[config.mk]
export PLATFORM = sky130hd
export DESIGN_NAME = sfp_accum_pipe_flat
export DESIGN_NICKNAME = d
export VERILOG_FILES = /design/src/rtl/sfp_accum_pipe_if.sv /design/src/rtl/sfp_accum_pipe.sv /design/src/flat_wrapper.sv
export SDC_FILE = /design/constraint.sdc
export NUM_CORES = 1
export LEC_CHECK = 0
export CORE_UTILIZATION = 45
export DETAILED_ROUTE_END_ITERATION = 7
export PLACE_DENSITY = 0.78
export SYNTH_ARGS = -nofsm -noshare
export SYNTH_HDL_FRONTEND = slang
export SYNTH_SLANG_ARGS = --single-unit
[constraint.sdc]
create_clock -name clk -period 12.32 [get_ports clk]
set_input_delay 1.232 -clock clk [delete_from_list [all_inputs] [get_ports clk]]
set_output_delay 1.232 -clock clk [all_outputs]
set_load 0.02 [all_outputs]
[src/rtl/sfp_accum_pipe_if.sv]
// Per-column psum stream into the SFP accumulator and its write stream toward the OFIFO.
interface sfp_accum_pipe_if #(
    parameter int unsigned col     = 8,
    parameter int unsigned psum_bw = 16
);
    logic [col-1:0]         valid_in;
    logic [col*psum_bw-1:0] in_psum;
    logic                   ofifo_full;
    logic [col*psum_bw-1:0] out_accum;
    logic [col-1:0]         wr_ofifo;
    logic                   o_valid;

    modport master (
        output valid_in,
        output in_psum,
        output ofifo_full,
        input  out_accum,
        input  wr_ofifo,
        input  o_valid
    );

    modport slave (
        input  valid_in,
        input  in_psum,
        input  ofifo_full,
        output out_accum,
        output wr_ofifo,
        output o_valid
    );
endinterface

[src/rtl/sfp_accum_pipe.sv]
// Per-column multi-pass psum accumulator with optional ReLU, sequenced over a run of groups.
// Define SFP_ACCUM_SAT_EN to saturate accumulation and emission instead of wrapping.
module sfp_accum_pipe #(
    parameter int unsigned col     = 8,
    parameter int unsigned psum_bw = 16,
    parameter int unsigned acc_bw  = 20,
    parameter int unsigned pass_w  = 4,
    parameter int unsigned grp_w   = 8
) (
    input  logic              clk,
    input  logic              reset,
    input  logic              start,
    input  logic [pass_w-1:0] num_pass,
    input  logic [grp_w-1:0]  num_groups,
    input  logic              relu_en,
    sfp_accum_pipe_if.slave   bus,
    output logic              busy,
    output logic              done,
    output logic              err_drop
);

    typedef enum logic [1:0] {StIdle, StRun, StDone} state_e;

`ifdef SFP_ACCUM_SAT_EN
    localparam logic signed [acc_bw-1:0] PsumMax =
        {{(acc_bw-psum_bw+1){1'b0}}, {(psum_bw-1){1'b1}}};
    localparam logic signed [acc_bw-1:0] PsumMin = ~PsumMax;
`endif

    state_e                    state_q;
    logic [pass_w-1:0]         np_q;
    logic [grp_w-1:0]          ng_q;
    logic [grp_w-1:0]          grp_q;
    logic [col-1:0]            mask_q;
    logic [pass_w-1:0]         pcnt_q [col];
    logic signed [acc_bw-1:0]  acc_q [col];
    logic [col*psum_bw-1:0]    out_accum_q;
    logic [col-1:0]            wr_ofifo_q;
    logic                      o_valid_q;
    logic                      err_drop_q;

    logic signed [psum_bw-1:0] psum [col];
    logic signed [acc_bw-1:0]  in_ext [col];
    logic signed [acc_bw-1:0]  sum [col];
    logic [psum_bw-1:0]        red [col];
    logic [col-1:0]            fin;
    logic                      run;
    logic                      complete;

    function automatic logic signed [acc_bw-1:0] acc_add(input logic signed [acc_bw-1:0] a,
                                                         input logic signed [acc_bw-1:0] b);
`ifdef SFP_ACCUM_SAT_EN
        logic [acc_bw:0] s;
        s = {a[acc_bw-1], a} + {b[acc_bw-1], b};
        if (s[acc_bw] != s[acc_bw-1]) begin
            return s[acc_bw] ? {1'b1, {(acc_bw-1){1'b0}}} : {1'b0, {(acc_bw-1){1'b1}}};
        end
        return s[acc_bw-1:0];
`else
        return a + b;
`endif
    endfunction

    always_comb begin
        run = (state_q == StRun) && !start;
        fin = '0;
        for (int c = 0; c < int'(col); c++) begin
            psum[c]   = bus.in_psum[c*psum_bw +: psum_bw];
            in_ext[c] = acc_bw'(psum[c]);
            sum[c]    = (pcnt_q[c] == '0) ? in_ext[c] : acc_add(acc_q[c], in_ext[c]);
            fin[c]    = run && bus.valid_in[c] && (pcnt_q[c] == np_q - pass_w'(1));
`ifdef SFP_ACCUM_SAT_EN
            if (sum[c] > PsumMax) begin
                red[c] = PsumMax[psum_bw-1:0];
            end else if (sum[c] < PsumMin) begin
                red[c] = PsumMin[psum_bw-1:0];
            end else begin
                red[c] = sum[c][psum_bw-1:0];
            end
`else
            red[c] = sum[c][psum_bw-1:0];
`endif
            if (relu_en && sum[c][acc_bw-1]) begin
                red[c] = '0;
            end
        end
        // A group closes once every column has emitted, counting this cycle's emits.
        complete = (|fin) && (&(mask_q | fin));
    end

    always_ff @(posedge clk or posedge reset) begin
        if (reset) begin
            state_q     <= StIdle;
            np_q        <= '0;
            ng_q        <= '0;
            grp_q       <= '0;
            mask_q      <= '0;
            out_accum_q <= '0;
            wr_ofifo_q  <= '0;
            o_valid_q   <= 1'b0;
            err_drop_q  <= 1'b0;
            for (int c = 0; c < int'(col); c++) begin
                pcnt_q[c] <= '0;
                acc_q[c]  <= '0;
            end
        end else begin
            wr_ofifo_q <= '0;
            o_valid_q  <= 1'b0;
            if (start) begin
                // Start from any state restarts the run and discards partial sums.
                state_q    <= StRun;
                np_q       <= (num_pass == '0) ? pass_w'(1) : num_pass;
                ng_q       <= (num_groups == '0) ? grp_w'(1) : num_groups;
                grp_q      <= '0;
                mask_q     <= '0;
                err_drop_q <= 1'b0;
                for (int c = 0; c < int'(col); c++) begin
                    pcnt_q[c] <= '0;
                    acc_q[c]  <= '0;
                end
            end else begin
                unique case (state_q)
                    StIdle:  state_q <= StIdle;
                    StRun:   if (grp_q == ng_q) state_q <= StDone;
                    StDone:  state_q <= StIdle;
                    default: state_q <= StIdle;
                endcase

                if (run) begin
                    for (int c = 0; c < int'(col); c++) begin
                        if (bus.valid_in[c]) begin
                            acc_q[c] <= sum[c];
                            if (fin[c]) begin
                                pcnt_q[c]                           <= '0;
                                out_accum_q[c*psum_bw +: psum_bw]   <= red[c];
                                wr_ofifo_q[c]                       <= !bus.ofifo_full;
                            end else begin
                                pcnt_q[c] <= pcnt_q[c] + pass_w'(1);
                            end
                        end
                    end
                end

                if (|fin) begin
                    if (bus.ofifo_full || (|(fin & mask_q))) begin
                        err_drop_q <= 1'b1;
                    end
                    if (complete) begin
                        o_valid_q <= 1'b1;
                        mask_q    <= '0;
                        grp_q     <= grp_q + grp_w'(1);
                    end else begin
                        mask_q <= mask_q | fin;
                    end
                end
            end
        end
    end

    assign bus.out_accum = out_accum_q;
    assign bus.wr_ofifo  = wr_ofifo_q;
    assign bus.o_valid   = o_valid_q;
    assign busy          = (state_q == StRun);
    assign done          = (state_q == StDone);
    assign err_drop      = err_drop_q;

endmodule

[src/flat_wrapper.sv]
// flat-port wrapper written by rule: the top's interface ports become plain ports
module sfp_accum_pipe_flat 
#(
    parameter int unsigned col     = 8,
    parameter int unsigned psum_bw = 16,
    parameter int unsigned acc_bw  = 20,
    parameter int unsigned pass_w  = 4,
    parameter int unsigned grp_w   = 8
)
  (clk, reset, start, num_pass, num_groups, relu_en, busy, done, err_drop, bus_valid_in, bus_in_psum, bus_ofifo_full, bus_out_accum, bus_wr_ofifo, bus_o_valid);
  sfp_accum_pipe_if #(.col(col), .psum_bw(psum_bw)) bus_i ();
  input  logic clk;
  input  logic reset;
  input  logic start;
  input  logic [pass_w-1:0] num_pass;
  input  logic [grp_w-1:0] num_groups;
  input  logic relu_en;
  output logic busy;
  output logic done;
  output logic err_drop;
  input wire logic [$bits(bus_i.valid_in)-1:0] bus_valid_in;
  input wire logic [$bits(bus_i.in_psum)-1:0] bus_in_psum;
  input wire logic [$bits(bus_i.ofifo_full)-1:0] bus_ofifo_full;
  output wire logic [$bits(bus_i.out_accum)-1:0] bus_out_accum;
  output wire logic [$bits(bus_i.wr_ofifo)-1:0] bus_wr_ofifo;
  output wire logic [$bits(bus_i.o_valid)-1:0] bus_o_valid;
  assign bus_i.valid_in = bus_valid_in;
  assign bus_i.in_psum = bus_in_psum;
  assign bus_i.ofifo_full = bus_ofifo_full;
  assign bus_out_accum = bus_i.out_accum;
  assign bus_wr_ofifo = bus_i.wr_ofifo;
  assign bus_o_valid = bus_i.o_valid;
  sfp_accum_pipe #(.col(col), .psum_bw(psum_bw), .acc_bw(acc_bw), .pass_w(pass_w), .grp_w(grp_w)) u_core (.clk(clk), .reset(reset), .start(start), .num_pass(num_pass), .num_groups(num_groups), .relu_en(relu_en), .bus(bus_i), .busy(busy), .done(done), .err_drop(err_drop));
endmodule
==> reports/metrics.yaml, run 1 <==
timing:
  maxSlewViolCount: 0
  rsz0062_at_grt: "no"
  fin_worst_skew_ns: 0.0222
  setup_viol: 0
  worst-slew-pin-transition_ns: 1.20
  max_clock_freq_mhz: 197
  hold_violations: 0
  tns_ns: 0
  slew_headroom_pct: 20.2
  period_share_pct: 41.3
  min_period_ns: 5.08
detailed_routing:
  vias: 20300
  finalWirelength_mm: 63.0
  wl_per_cell_um: 17.8
  dr.first_iter.drc_count: 1197
  postRouteAntennaNets: 0
  dr.pass1.iters: 5
  routed_via_density: 5.76
  drcViolationCount: 0
layout:
  area_growth_pct: 21.3
  nNetsFinal: 3158
  final_util_pct: 55.5
  drive_above_1_share_pct: 4.55
  multi_input_area_um2: 13300
  n_fill_cell: 4375
  register_area_um2: 9010
  layout.cells.non_filler: 3535
critical_path:
  path_max_fanout: 47
  r2r_cells: 9
  r2r_slack_ns: 7.65
  critPathKind: "in2reg"
  cp.required_ns: 12.74
  r2r-start: "u_core.state_q[0]"
  crit_arrival_ns: 5.50
  r2r-end: "u_core.grp_q[7]"
  start_kind: "input port"
  cp-end-kind: "flop"
placement:
  place_inst: 3456
  place_hpwl_mm: 44.6
  port_buffers: 292
  place.gp.congestion: 0.909
yosys:
  synthFlopType: "dfrtp_1"
  ys_seq_area_share_pct: 39.3
  synthesis.area_um2: 22900
  async_reset_ff_share_pct: 100
  synth_edf_count: 0
  syn_area_per_cell_um2: 8.89
  synth_warnings: 0
  synth_cell_types: 78
  netlist_instances: 2579
  synthesis.nets: 2910
  synth-seq-cells: 360
clock_tree:
  clock_sinks: 360
  cts_hold_buf: 0
  clk_pin_slew_worst_paths_ns: 0.06
  cts_resized: 0
  post_cts_buffers: 0
  cts_made_buffers: 41
  htreeDepth: 2
  cts_tree: "yes"
  clk_path_buf_depth: 3
  cts_root_buf: "clkbuf_16"
  clk_latency_ns: 0.57
die:
  dieArea_um2: 51900
  start_util_pct: 45.7
  io_pins: 293
  coreArea_um2: 50200
  die_w_um: 228
  die_h_um: 228
  rows: 82
pwr:
  intPower_mw: 2.96
  pwr_density_cell_nw_per_um2: 165
  p_switching_mw: 1.64
  p_comb_share_pct: 37.9
  p_clk_share_pct: 26.7
  seqPwrFrac_pct: 35.3
  leakage_nw: 12.4
  peakVddDrop_uv: 120
  power_mw: 4.60
  sw_frac_of_total_pct: 35.7
grt:
  grt_pass1_vias: 20600
  use_met3_pct: 4.15
  busiest_layer: "met2"
  grt_first_pass_wirelength_mm: 104
  grt.met2_usage_pct: 41.6
  grt_max_degree: 168
  grt_remaining_overflow: 0
  antenna_found_initial: 5
  grt_usage_pct: 24.0
  use_met1_pct: 30.0
min_path:
  hold_path_class: "reg2reg"
  min_to: "u_core.bus.out_accum[96]"
  min-delay-start: "u_core.bus.out_accum[96]"
  whs_path_depth: 2
job:
  max-cap-violations: 0
status:
  outcome: "finished clean"
-- Yosys cell counts (all sizes together), types with 12 or more instances --
master | n | area share (%)
dfrtp | 360 | 39
nand2 | 337 | 5.5
o21ai | 309 | 6.8
nor2 | 225 | 3.7
a21oi | 184 | 4.0
ha | 170 | 9.3
xnor2 | 95 | 3.6
clkbuf | 93 | 1.5
inv | 75 | 1.2
xor2 | 72 | 2.8
a211oi | 59 | 1.9
a21o | 56 | 1.8
nor3 | 49 | 1.1
mux2i | 45 | 2.0
nand3 | 44 | 1.0
a22o | 27 | 1.0
and2 | 26 | 0.71
o31ai | 24 | 0.79
and3 | 23 | 0.63
nand2b | 23 | 0.63
nor2b | 23 | 0.63
o21a | 22 | 0.72
a31oi | 17 | 0.46
nand4 | 16 | 0.46
or3 | 16 | 0.44
a221o | 15 | 0.65
o21bai | 14 | 0.46
buf | 12 | 0.29
o211ai | 12 | 0.39
-- worst max path at each step --
stage | from | end | depth (start not counted)
2_1_floorplan | reset | u_core.acc_q[0] | 1
3_3_place_gp | start | u_core.grp_q[7] | 11
3_5_place_dp | start | u_core.grp_q[7] | 11
4_1_cts | start | u_core.grp_q[7] | 11
5_1_grt | start | u_core.grp_q[7] | 11
6_report | start | u_core.grp_q[7] | 11
-- power groups by stage --
stage | Sequential, mW | Combinational (mW) | Clock, mW
after floorplan | 1.84 | 0.830 | 0
after global routing | 1.66 | 1.90 | 1.30
after CTS | 1.63 | 1.75 | 1.26
final | 1.63 | 1.75 | 1.23
after detailed placement | 1.64 | 1.74 | 0
after global placement | 1.64 | 1.69 | 0
-- area by class of cell --
cell class / instances / area share (%)
multi-input combinational: 2039 / 47.6
sequential: 360 / 32.4
timing repair buffer: 310 / 11.0
clock buffer: 58 / 4.28
tap: 672 / 3.02
inverter: 75 / 1.04
clock inverter: 17 / 0.607
antenna: 4 / 0.0360
-- per-layer routing --
metal	part of all wire [%]	vias up	wire length, um
met3	5.6	115	3510
li1	-	9736	-
met5	0.030	-	19
met2	49	593	30700
met4	2.5	4	1580
met1	43	9900	27100
-- logic make-up after synthesis --
group | after synthesis | synth area share, %
AND/OR/NAND/NOR | 830 | 16.6
AO/OA/AOI/OAI | 804 | 21.6
flip-flops | 360 | 39.3
buffers and inverters | 180 | 3.04
adder cells (fa/ha/maj) | 178 | 9.97
XOR/XNOR | 173 | 7.05
multiplexers | 54 | 2.41
-- critical path, stage by stage --
cell and delay, ns:
buf_2 0.09, buf_4 0.29, nand4bb_1 0.72, nor3_1 0.44, and3_1 0.95, nor2_1 0.17, a2111oi_0 0.69, and3b_1 0.46
and4_1 0.26, xnor2_1 0.12, nor2_1 0.05
-- placed cells by master (no fill, tap or decap), drive strengths merged, types with 24 or more instances in the layout --
cell,Yosys,layout
nor2,225,225
inv,75,76
and2,26,26
a211oi,59,59
nand2,337,337
mux2i,45,45
nor3,49,49
clkdlybuf4s50,0,291
dfrtp,360,360
clkbuf,93,58
nand3,44,44
ha,170,170
o21ai,309,309
xor2,72,72
xnor2,95,95
a21oi,184,184
a22o,27,27
a21o,56,56
o31ai,24,24
-- registers in the layout, summed over array words and instances (netlist names) --
register              cells
u_core.bus.o_valid        1
u_core.mask_q             8
u_core.ng_q               8
u_core.bus.out_accum    128
u_core.acc_q            160
u_core.grp_q              8
u_core.bus.wr_ofifo       8
u_core.err_drop           1
u_core.state_q            2
u_core.pcnt_q            32
u_core.np_q               4
-- through the flow --
| stage | worst slack [ns] | instance area (um^2) | hold WS (ns) |
|---|---|---|---|
| after floorplan | 1.10 | 22900 | 0.453 |
| after global placement | 7.01 | 26500 | 0.462 |
| after detailed placement | 6.78 | 26500 | 0.470 |
| after CTS | 7.38 | 27800 | 0.482 |
| after global routing | 6.92 | 27800 | 0.508 |
| final | 7.24 | 27800 | 0.478 |
No activity file was read; power rests on OpenSTA's default activity.
==> run 2: changes to the inputs <==
==> constraint.sdc (replaced) <==
create_clock -name clk -period 4.7 [get_ports clk]
set_input_delay 0.47 -clock clk [delete_from_list [all_inputs] [get_ports clk]]
set_output_delay 0.47 -clock clk [all_outputs]
set_load 0.02 [all_outputs]
==> run 2 against run 1 <==
  * Sequential share of layout area down 0.41 points
  * Routed wire length up 0.45%
  * Via count rose by 0.46%
  * Cell area grew 1.3%
  * Register-to-register slack worse by 6.6 ns
  * Global-route usage hardly changed
  * Critical endpoint is now u_core.grp_q[5]
  * Highest routed layer unchanged
==> reports/metrics.yaml, run 2 (synthesized netlist as in run 1, its figures left out) <==
status:
  outcome: "finished clean"
placement:
  place.gp.congestion: 0.939
  place_inst: 3477
  place_hpwl_mm: 45.2
  port_buffers: 292
  pre_cts_ws_ns: 0.688
die:
  die_w_um: 228
  rows: 82
  die_h_um: 228
  coreArea_um2: 50200
  io_pins: 293
  start_util_pct: 45.7
  dieArea_um2: 51900
detailed_routing:
  postRouteAntennaNets: 0
  routed_via_density: 5.74
  dr_wl_met2_mm: 30.5
  dr.first_iter.drc_count: 1445
  wl_per_cell_um: 17.8
  met1_length_mm: 27.3
  highest_layer: "met5"
  drcViolationCount: 0
  finalWirelength_mm: 63.2
  vias: 20400
  dr.pass1.iters: 5
  route.met3.wl_mm: 3.63
job:
  max-cap-violations: 0
layout:
  layout_commonest_cell: "dfrtp_1"
  n_fill_cell: 4318
  drive_above_1_share_pct: 5.41
  layout.cells.non_filler: 3560
  area_growth_pct: 22.9
  final_util_pct: 56.2
  register_area_um2: 9010
  multi_input_area_um2: 13300
  regMostFlops: "u_core.acc_q"
  nNetsFinal: 3182
  most-common-layout-cells: "dfrtp_1 (360), nand2_1 (337), clkdlybuf4s50_1 (291)"
  largest_register_ffs: 160
min_path:
  whs_path_depth: 2
  hold_path_class: "in2reg"
timing:
  setup_slack_ns: 1.06
  worst-slew-pin-transition_ns: 1.24
  max_clock_freq_mhz: 275
  period_share_pct: 77.5
  setup_viol: 0
  slew_headroom_pct: 17.3
  hold_violations: 0
  rsz0062_at_grt: "no"
  fin_worst_skew_ns: 0.0282
  maxSlewViolCount: 0
  min_period_ns: 3.64
critical_path:
  cp.required_ns: 5.17
  crit_slowest_cell: "dfrtp_1"
  path_cells: "nor3b_4, buf_4, nand2_1, nor3_1, nand3_1, a2111oi_2, and3b_1, nand4_1, xor2_1, nor2_1"
  cp_num_cells: 10
  start_kind: "flop"
  crit_arrival_ns: 4.11
  cpLargestDelayFamily: "simple AND/OR/NAND/NOR gates"
  path_max_fanout: 19
  critPathKind: "reg2reg"
  r2r_cells: 10
  cp-end-kind: "flop"
  r2r_slack_ns: 1.06
  max_stage_delay_ns: 0.57
  worst-path-buf-inv: 1
clock_tree:
  clk_latency_ns: 0.59
  cts_hold_buf: 0
  htreeDepth: 2
  cts_root_buf: "clkbuf_16"
  clk_pin_slew_worst_paths_ns: 0.06
  clock_sinks: 360
  cts_made_buffers: 44
  clk_path_buf_depth: 3
  post_cts_buffers: 0
  cts_tree: "yes"
  cts_resized: 0
grt:
  grt_max_degree: 146
  grt_remaining_overflow: 0
  antenna_found_initial: 9
  grt_pass1_vias: 20400
  grt_usage_pct: 24.0
  grt_first_pass_wirelength_mm: 104
pwr:
  leakage_nw: 12.6
  peakVddDrop_uv: 374
  pwr_density_cell_nw_per_um2: 441
[run 2: area by class of cell]
| class | instances | share of cell area (%) |
|---|---|---|
| multi-input cells | 2039 | 47.0 |
| diodes | 5 | 0.0444 |
| flip-flops and latches | 360 | 32.0 |
| clock buffers | 54 | 4.22 |
| inverters | 75 | 1.01 |
| repair buffers | 331 | 11.5 |
| clock inverters | 24 | 1.22 |
| well taps | 672 | 2.98 |
[run 2: where the power goes]
group / switching (mW) / total, mW / internal (mW) / leakage (nW)
registers: 0.456 / 4.25 / 3.79 / 4.73
logic: 2.48 / 4.58 / 2.10 / 7.12
clock network: 1.40 / 3.59 / 2.19 / 0.744
total: 4.34 / 12.4 / 8.08 / 12.6
[run 2: layer usage]
layer / GRT usage [%] / vias to the layer above
met3: 4.79 / 121
met5: 0 / -
li1: - / 9764
met1: 30.5 / 9983
met2: 41.0 / 565
met4: 7.71 / 8
[run 2: final timing paths]
kind,to,start
setup / recovery,u_core.grp_q[5],u_core.state_q[1]
hold reg to reg,u_core.bus.out_accum[100],u_core.bus.out_accum[100]
hold / removal,u_core.bus.wr_ofifo[7],start
min in group asynchronous,u_core.acc_q[28],reset
max in group asynchronous,u_core.acc_q[83],reset
setup reg to reg,u_core.grp_q[5],u_core.state_q[1]
[run 2: stage by stage]
step	TNS, ns	instance area, um^2	hold slack, ns	power [mW]
2_1_floorplan	-214.66	22900	0.453	7.01
3_3_place_gp	0	26600	0.460	8.72
3_5_place_dp	0	26600	0.469	8.85
4_1_cts	0	28200	0.338	12.5
5_1_grt	0	28200	0.373	13.1
6_report	0	28200	0.372	12.4
[run 2: worst register-to-register path, delay by kind of cell, from the launching register on]
| family | cells | cell delay, ns |
|---|---|---|
| and+or+nand+nor | 7 | 2.07 |
| DFF | 1 | 0.57 |
| AOI/OAI and AO/OA | 1 | 0.45 |
| buffers and inverters | 1 | 0.26 |
| xor gates and xnor gates | 1 | 0.19 |
